## src/rtl/alu_div_seq.sv

```systemverilog
// Sequential restoring divider (one quotient bit per clock), signed/unsigned.
// Optional DIV_EARLY_OUT_EN: finish at once when |dividend| < |divisor|.
module alu_div_seq #(
    parameter int WIDTH = 32
) (
    input  logic               clk,
    input  logic               rst_n,
    input  logic               start,
    input  logic               signed_op,
    input  logic [WIDTH-1:0]   dividend,
    input  logic [WIDTH-1:0]   divisor,
    output logic               busy,
    output logic               done,
    output logic [WIDTH-1:0]   quotient,
    output logic [WIDTH-1:0]   remainder,
    output logic [2*WIDTH-1:0] hilo,
    output logic               div_by_zero
);

    localparam int CW = $clog2(WIDTH);

    typedef enum logic [1:0] {IDLE, ITER, FIX} state_t;

    state_t           state;
    logic [WIDTH:0]   a;
    logic [WIDTH-1:0] q;
    logic [WIDTH-1:0] m;
    logic [CW-1:0]    cnt;
    logic             sign_q;
    logic             sign_r;
    logic             dz;

    logic [WIDTH-1:0] dvd_mag;
    logic [WIDTH-1:0] dvs_mag;
    logic [WIDTH:0]   a_sh;
    logic [WIDTH:0]   a_sub;
    logic [WIDTH-1:0] q_fix;
    logic [WIDTH-1:0] r_fix;
    logic             early;

    always_comb begin
        dvd_mag = (signed_op && dividend[WIDTH-1]) ? -dividend : dividend;
        dvs_mag = (signed_op && divisor[WIDTH-1]) ? -divisor : divisor;
        a_sh    = {a[WIDTH-1:0], q[WIDTH-1]};
        a_sub   = a_sh - {1'b0, m};
        q_fix   = sign_q ? -q : q;
        r_fix   = sign_r ? -a[WIDTH-1:0] : a[WIDTH-1:0];
`ifdef DIV_EARLY_OUT_EN
        early   = (dvd_mag < dvs_mag);
`else
        early   = 1'b0;
`endif
    end

    assign hilo = {remainder, quotient};

    always_ff @(posedge clk) begin
        if (!rst_n) begin
            state       <= IDLE;
            a           <= '0;
            q           <= '0;
            m           <= '0;
            cnt         <= '0;
            sign_q      <= 1'b0;
            sign_r      <= 1'b0;
            dz          <= 1'b0;
            busy        <= 1'b0;
            done        <= 1'b0;
            quotient    <= '0;
            remainder   <= '0;
            div_by_zero <= 1'b0;
        end else begin
            done <= 1'b0;
            unique case (state)
                IDLE: begin
                    if (start) begin
                        busy   <= 1'b1;
                        m      <= dvs_mag;
                        cnt    <= '0;
                        sign_q <= signed_op & (dividend[WIDTH-1] ^ divisor[WIDTH-1]);
                        sign_r <= signed_op & dividend[WIDTH-1];
                        if (divisor == '0) begin
                            // Raw dividend passes through as the remainder
                            a      <= {1'b0, dividend};
                            q      <= '1;
                            sign_q <= 1'b0;
                            sign_r <= 1'b0;
                            dz     <= 1'b1;
                            state  <= FIX;
                        end else if (early) begin
                            a     <= {1'b0, dvd_mag};
                            q     <= '0;
                            dz    <= 1'b0;
                            state <= FIX;
                        end else begin
                            a     <= '0;
                            q     <= dvd_mag;
                            dz    <= 1'b0;
                            state <= ITER;
                        end
                    end
                end
                ITER: begin
                    if (a_sub[WIDTH]) begin
                        a <= a_sh;
                        q <= {q[WIDTH-2:0], 1'b0};
                    end else begin
                        a <= a_sub;
                        q <= {q[WIDTH-2:0], 1'b1};
                    end
                    cnt <= cnt + 1'b1;
                    if (cnt == CW'(WIDTH - 1)) begin
                        state <= FIX;
                    end
                end
                FIX: begin
                    quotient    <= q_fix;
                    remainder   <= r_fix;
                    div_by_zero <= dz;
                    done        <= 1'b1;
                    busy        <= 1'b0;
                    state       <= IDLE;
                end
                default: state <= IDLE;
            endcase
        end
    end

endmodule

```

## config.mk

```make
export PLATFORM = sky130hd
export DESIGN_NAME = alu_div_seq
export DESIGN_NICKNAME = d
export VERILOG_FILES = /design/src/rtl/alu_div_seq.sv
export SDC_FILE = /design/constraint.sdc
export NUM_CORES = 1
export LEC_CHECK = 0
export BUFFER_PORTS_ARGS = -buffer_cell sky130_fd_sc_hd__buf_2
export CELL_PAD_IN_SITES_DETAIL_PLACEMENT = 0
export CELL_PAD_IN_SITES_GLOBAL_PLACEMENT = 1
export CORE_MARGIN = 2
export CORE_UTILIZATION = 45
export CTS_BUF_LIST = sky130_fd_sc_hd__clkbuf_16
export CTS_CLUSTER_DIAMETER = 100
export DETAILED_ROUTE_END_ITERATION = 12
export GPL_TIMING_DRIVEN = 0
export PLACE_DENSITY_LB_ADDON = 0.1
export SLEW_MARGIN = 20
export SYNTH_ARGS = -nofsm -noshare
export SYNTH_HDL_FRONTEND = slang
export SYNTH_SLANG_ARGS = --single-unit
```

## constraint.sdc

```tcl
create_clock -name clk -period 6.1 [get_ports clk]
set_input_delay 0.305 -clock clk [delete_from_list [all_inputs] [get_ports clk]]
set_output_delay 0.305 -clock clk [all_outputs]
set_load 0.05 [all_outputs]
```

==> Yosys cells after proc, flatten, opt, wreduce, memory -nomap -nowiden <==
Cells that the tools add are included.
{ "op_classes": {"addsub": 6, "eq_ne": 5, "muxes": 24, "bitwise_logic": 3, "n_reduce_logical": 10} }
{ "op_table": {"columns": ["cell", "count"], "rows": [
  ["2-to-1 mux 32 bit", 9],
  ["negator 32 bit", 4],
  ["case mux 32 bit (2 select lines)", 2],
  ["subtractor 33 x 32 -> 33 bit", 1],
  ["zero test 32 bit", 1],
  ["case mux 5 bit (2 select lines)", 1],
  ["AND reduction 2 bit", 4],
  ["2-to-1 mux 1 bit", 6],
  ["2-to-1 mux 2 bit", 3],
  ["adder 5 x 1 -> 5 bit, second input constant", 1],
  ["equality test 5 bit, second input constant", 1],
  ["2-to-1 mux 5 bit", 1],
  ["inequality test 2 bit, second input constant", 2],
  ["case mux 2 bit (2 select lines)", 1],
  ["nonzero test 2 bit", 2],
  ["AND 1 bit", 2],
  ["equality test 2 x 1 -> 1 bit, second input constant", 1],
  ["equality test 2 bit, second input constant", 1],
  ["logical AND 1 bit", 2],
  ["zero test 2 bit", 1],
  ["case mux 1 bit (2 select lines)", 1],
  ["bitwise XOR 1 bit", 1]
]} }
{ "totals": {"reg_bits": 173, "inputBits": 68, "out_inout_bits": 131, "wordCells": 61} }

==> Depth between registers and ports, before layout <==
{ "depth": {"ltp_word": 5, "mapped_depth": 14, "depth_no_buf": 12} }

==> Worst setup path after synthesis <==
No wires, ideal clock.
{ "synth_path": {"path_kind": "reg-to-reg", "from": "reg q[31]", "to": "reg a[11]", "setup_ns": 0.132, "arrival_ns": 3.142, "t_required_ns": 5.968, "path_slack_ns": 2.826, "stages_incl_launch_ff": 14, "path_buffers": 1, "synth_period_minus_slack_ns": 3.274, "path_cell_list": "dfxtp_1 -> inv_1 -> ha_1 -> fa_1 -> nand2b_1 -> a21oi_1 -> o21ai_4 -> a2111oi_4 -> o221ai_2 -> xor2_2 -> buf_6 -> mux2_1 -> a22oi_1 -> a21oi_1"} }
{ "synth_between": {"elab_chain_cells": 3} }
{ "synth_lines": {"columns": ["element", "line_no", "text"], "rows": [
  ["start, declared", "26", "logic [WIDTH-1:0] q;"],
  ["start signal, assigned", "97", "q <= dvd_mag;"],
  ["start signal, assigned", "106", "q <= {q[WIDTH-2:0], 1'b0};"],
  ["start signal, assigned", "109", "q <= {q[WIDTH-2:0], 1'b1};"],
  ["subtractor 33 x 32 -> 33 bit", "45", "a_sub = a_sh - {1'b0, m};"],
  ["2-to-1 mux 32 bit", "104", "if (a_sub[WIDTH]) begin"],
  ["case mux 32 bit (2 select lines)", "74", "unique case (state)"],
  ["end signal, assigned", "84", "a <= {1'b0, dividend};"],
  ["end signal, assigned", "105", "a <= a_sh;"],
  ["end signal, assigned", "108", "a <= a_sub;"],
  ["end, declared", "25", "logic [WIDTH:0] a;"]
]} }
No other way between the ends.
A chain may end at the register's enable or synchronous reset.

==> Worst setup path in the final report <==
{ "layout_path": {"from": "reg q[31]", "to": "reg a[15]"} }
The elaborated chain is that of the path after synthesis.

==> results.json <==
{
  "synthCells": 1507,
  "ys.warnings.count": 0,
  "endpoint": "a[15]$_SDFFE_PN0P_",
  "start_util": 0.453,
  "ir_worst_vdd_uv": 140,
  "clockBufferDepth": 2,
  "via_per_inst": 5.62,
  "cts_setup_buffers": 0,
  "p_sw_uw": 1380,
  "rsz0062_at_grt": "no",
  "maxCapViolCount": 0,
  "clockRootBuffer": "clkbuf_16",
  "vias": 11640,
  "p_seq_frac": 0.361,
  "h-tree-depth": 4,
  "netlist-cell-type-count": 77,
  "fin_util": 0.530,
  "route.detailed.drc": 0,
  "tritoncts": "built",
  "crit_required_ns": 6.39,
  "p_clk_frac": 0.304,
  "grt_pass1_wl_mm": 61.1,
  "run_status": "finished, final reports clean",
  "synth_seq_cells": 173,
  "worstSetupEndpointType": "flip-flop",
  "clk_pin_slew_ns": 0.07,
  "timing.rr.start": "q[31]$_SDFFE_PN0P_",
  "powerDensity_nw_per_um2": 265,
  "slew_violations": 0,
  "ioPinCount": 199,
  "hold_class": "input pin to flip-flop",
  "fin_ws_ns": 1.95,
  "setup_tns_ns": 0,
  "async_flop_share": 0,
  "dr.pass1.iters": 7,
  "fill_cells": 2641,
  "cts.repair.resized": 0,
  "r2r_slack_ns": 1.95,
  "die_area_um2": 27300,
  "final-setup-viol-count": 0,
  "period_share": 0.680,
  "critPathMaxFanout": 10,
  "grt_usage": 0.292,
  "tightest_slew_ns": 1.03,
  "hold_violations": 0,
  "ff_latch_area_um2": 3460,
  "drtIter0Drc": 761,
  "grt_pass1_vias": 10606,
  "clock_latency_ns": 0.45,
  "synth_top_area_cell": "dfxtp_1",
  "globalplace.congestion": 0.939,
  "drive_gt1_frac": 0.197,
  "fmax_mhz": 241,
  "crit_arrival_ns": 4.44,
  "multi_input_area_um2": 7100,
  "clkSinkCount": 173,
  "die_y_um": 165,
  "drtAntennaViolNets": 0,
  "syn_to_final_growth_pct": 17.0,
  "synth.top_cells.by_count": "173 x dfxtp_1, 144 x nor2_1, 130 x a21oi_1",
  "synthTopCellsByArea": "dfxtp_1 30%, xor2_1 6.7%, a21oi_1 5.6%, a211oi_1 5.0%, nor2_1 4.6%",
  "synth_edf_count": 0,
  "preCtsSetupSlack_ns": 1.98,
  "crit_start": "q[31]$_SDFFE_PN0P_",
  "yosys.cell_count.top_type": "dfxtp_1",
  "syn_area_per_cell_um2": 7.77,
  "fin_hold_ws_ns": 0.174,
  "r2r_cells": 14,
  "die_w_um": 165,
  "dp_hpwl_mm": 31.7,
  "grt_overflow": 0,
  "synthFlopType": "dfxtp_1",
  "io_buffers": 198,
  "p_leak_uw": 0.00562,
  "num_antenna_cells": 0,
  "criticalPathCategory": "flip-flop to flip-flop",
  "num_rows": 59,
  "grt_max_degree": 18,
  "fin_skew_ns": 0.0156,
  "finalWirelength_mm": 39.6,
  "cts_made_buffers": 17,
  "r2r-end": "a[15]$_SDFFE_PN0P_",
  "syn_nets": 1614,
  "coreArea_um2": 25800,
  "fin_crit_ns": 4.15,
  "yosysTopAreaCellShare": 0.296,
  "switching_share": 0.381,
  "antenna_found_initial": 0,
  "max_slew_margin": 0.312,
  "wl_per_cell_um": 19.1,
  "pwr-share-comb": 0.336,
  "startpoint_type": "flip-flop",
  "cellInternalPower_uw": 2250,
  "yosysSeqAreaShare": 0.296,
  "netlist_area_um2": 11700,
  "final_nets": 1831,
  "ctsHoldBuffers": 0
}
[cells by family (layout without fill, tap and decap cells)]
logic type / after synthesis / in the layout / share of synthesized area
AOI/OAI and AO/OA: 480 / 480 / 0.272
muxes: 12 / 12 / 0.0111
and+or+nand+nor: 429 / 429 / 0.172
buffers and inverters: 229 / 459 / 0.0977
xor gates and xnor gates: 145 / 145 / 0.109
adders and majority gates: 39 / 39 / 0.0423
DFF: 173 / 173 / 0.296
[cell usage in the layout (no fill, tap or decap), types with 5 or more instances in the layout]
cell type	n
buf_2	202
dfxtp_1	173
nor2_1	144
a21oi_1	130
nand2_1	129
xor2_1	89
o21ai_0	88
clkbuf_1	80
a211oi_1	78
inv_1	68
buf_4	68
xnor2_1	55
ha_1	38
nor3_1	32
a31oi_1	30
o221ai_1	30
o31ai_1	26
nand3_1	24
clkbuf_16	17
nand2b_1	13
o41ai_1	13
a21o_1	12
and3_1	11
a22oi_1	11
o211ai_1	10
nor4_1	10
nor2b_1	9
or3_1	8
nand4_1	8
and2_1	8
or4_1	8
o21ai_1	7
mux2_2	7
buf_1	6
a21boi_0	5
o21a_1	5
[routing by layer]
layer	share of wire	up-vias	global-route usage
met5	0	-	0
met4	0.027	0	0.0850
met3	0.056	64	0.0442
met2	0.47	402	0.506
met1	0.44	5396	0.376
li1	-	5778	-
[critical path, stage by stage, from the launching register on]
cell and delay (ns):
dfxtp_1 0.43, inv_1 0.17, ha_1 0.28, fa_1 0.43
nand2b_1 0.19, a21oi_1 0.31, o21ai_4 0.16, a2111oi_4 0.46
o221ai_2 0.19, xor2_2 0.54, buf_6 0.25, buf_6 0.17
nor3_1 0.07, a31oi_1 0.21, a31oi_1 0.12
[metrics by stage]
step | instances | power [uW] | area (um2)
2_1_floorplan | 1507 | 2190 | 11700
3_3_place_gp | 2040 | 2530 | 13100
3_5_place_dp | 2040 | 2540 | 13100
4_1_cts | 2072 | 3630 | 13700
5_1_grt | 2072 | 3840 | 13700
6_report | 2072 | 3630 | 13700
[layout make-up]
| class | count | area share |
|---|---|---|
| multi-input cells | 1105 | 0.518 |
| flip-flops and latches | 173 | 0.253 |
| repair buffers | 198 | 0.0723 |
| plain buffers | 162 | 0.0651 |
| clock buffers | 17 | 0.0310 |
| well taps | 335 | 0.0306 |
| inverters | 67 | 0.0184 |
| clock inverters | 15 | 0.0115 |
[power by group through the flow]
| stage | clock network, uW | registers (uW) | logic, uW |
|---|---|---|---|
| after CTS | 1110 | 1310 | 1210 |
| final | 1100 | 1310 | 1220 |
| after floorplan | 0 | 1290 | 893 |
| after global placement | 0 | 1330 | 1200 |
| after detailed placement | 0 | 1330 | 1210 |
| after global routing | 1160 | 1320 | 1360 |
[flip-flops by register name, indices dropped and copies added (netlist names)]
register / cells
a: 32
busy: 1
cnt: 5
div_by_zero: 1
done: 1
dz: 1
m: 32
q: 32
quotient: 32
remainder: 32
sign_q: 1
sign_r: 1
state: 2
[how the worst min path moves through the flow]
stage / from / endpoint / slack, ns / depth (start not counted)
floorplan: m[18]$_SDFFE_PN0P_ / m[18]$_SDFFE_PN0P_ / 0.43 / 2
global placement: m[18]$_SDFFE_PN0P_ / m[18]$_SDFFE_PN0P_ / 0.44 / 2
detailed placement: m[18]$_SDFFE_PN0P_ / m[18]$_SDFFE_PN0P_ / 0.45 / 2
CTS: divisor[25] / m[25]$_SDFFE_PN0P_ / 0.17 / 3
global route: divisor[0] / m[0]$_SDFFE_PN0P_ / 0.19 / 3
finish: divisor[0] / m[0]$_SDFFE_PN0P_ / 0.17 / 3
No activity file was read; power rests on OpenSTA's default activity.
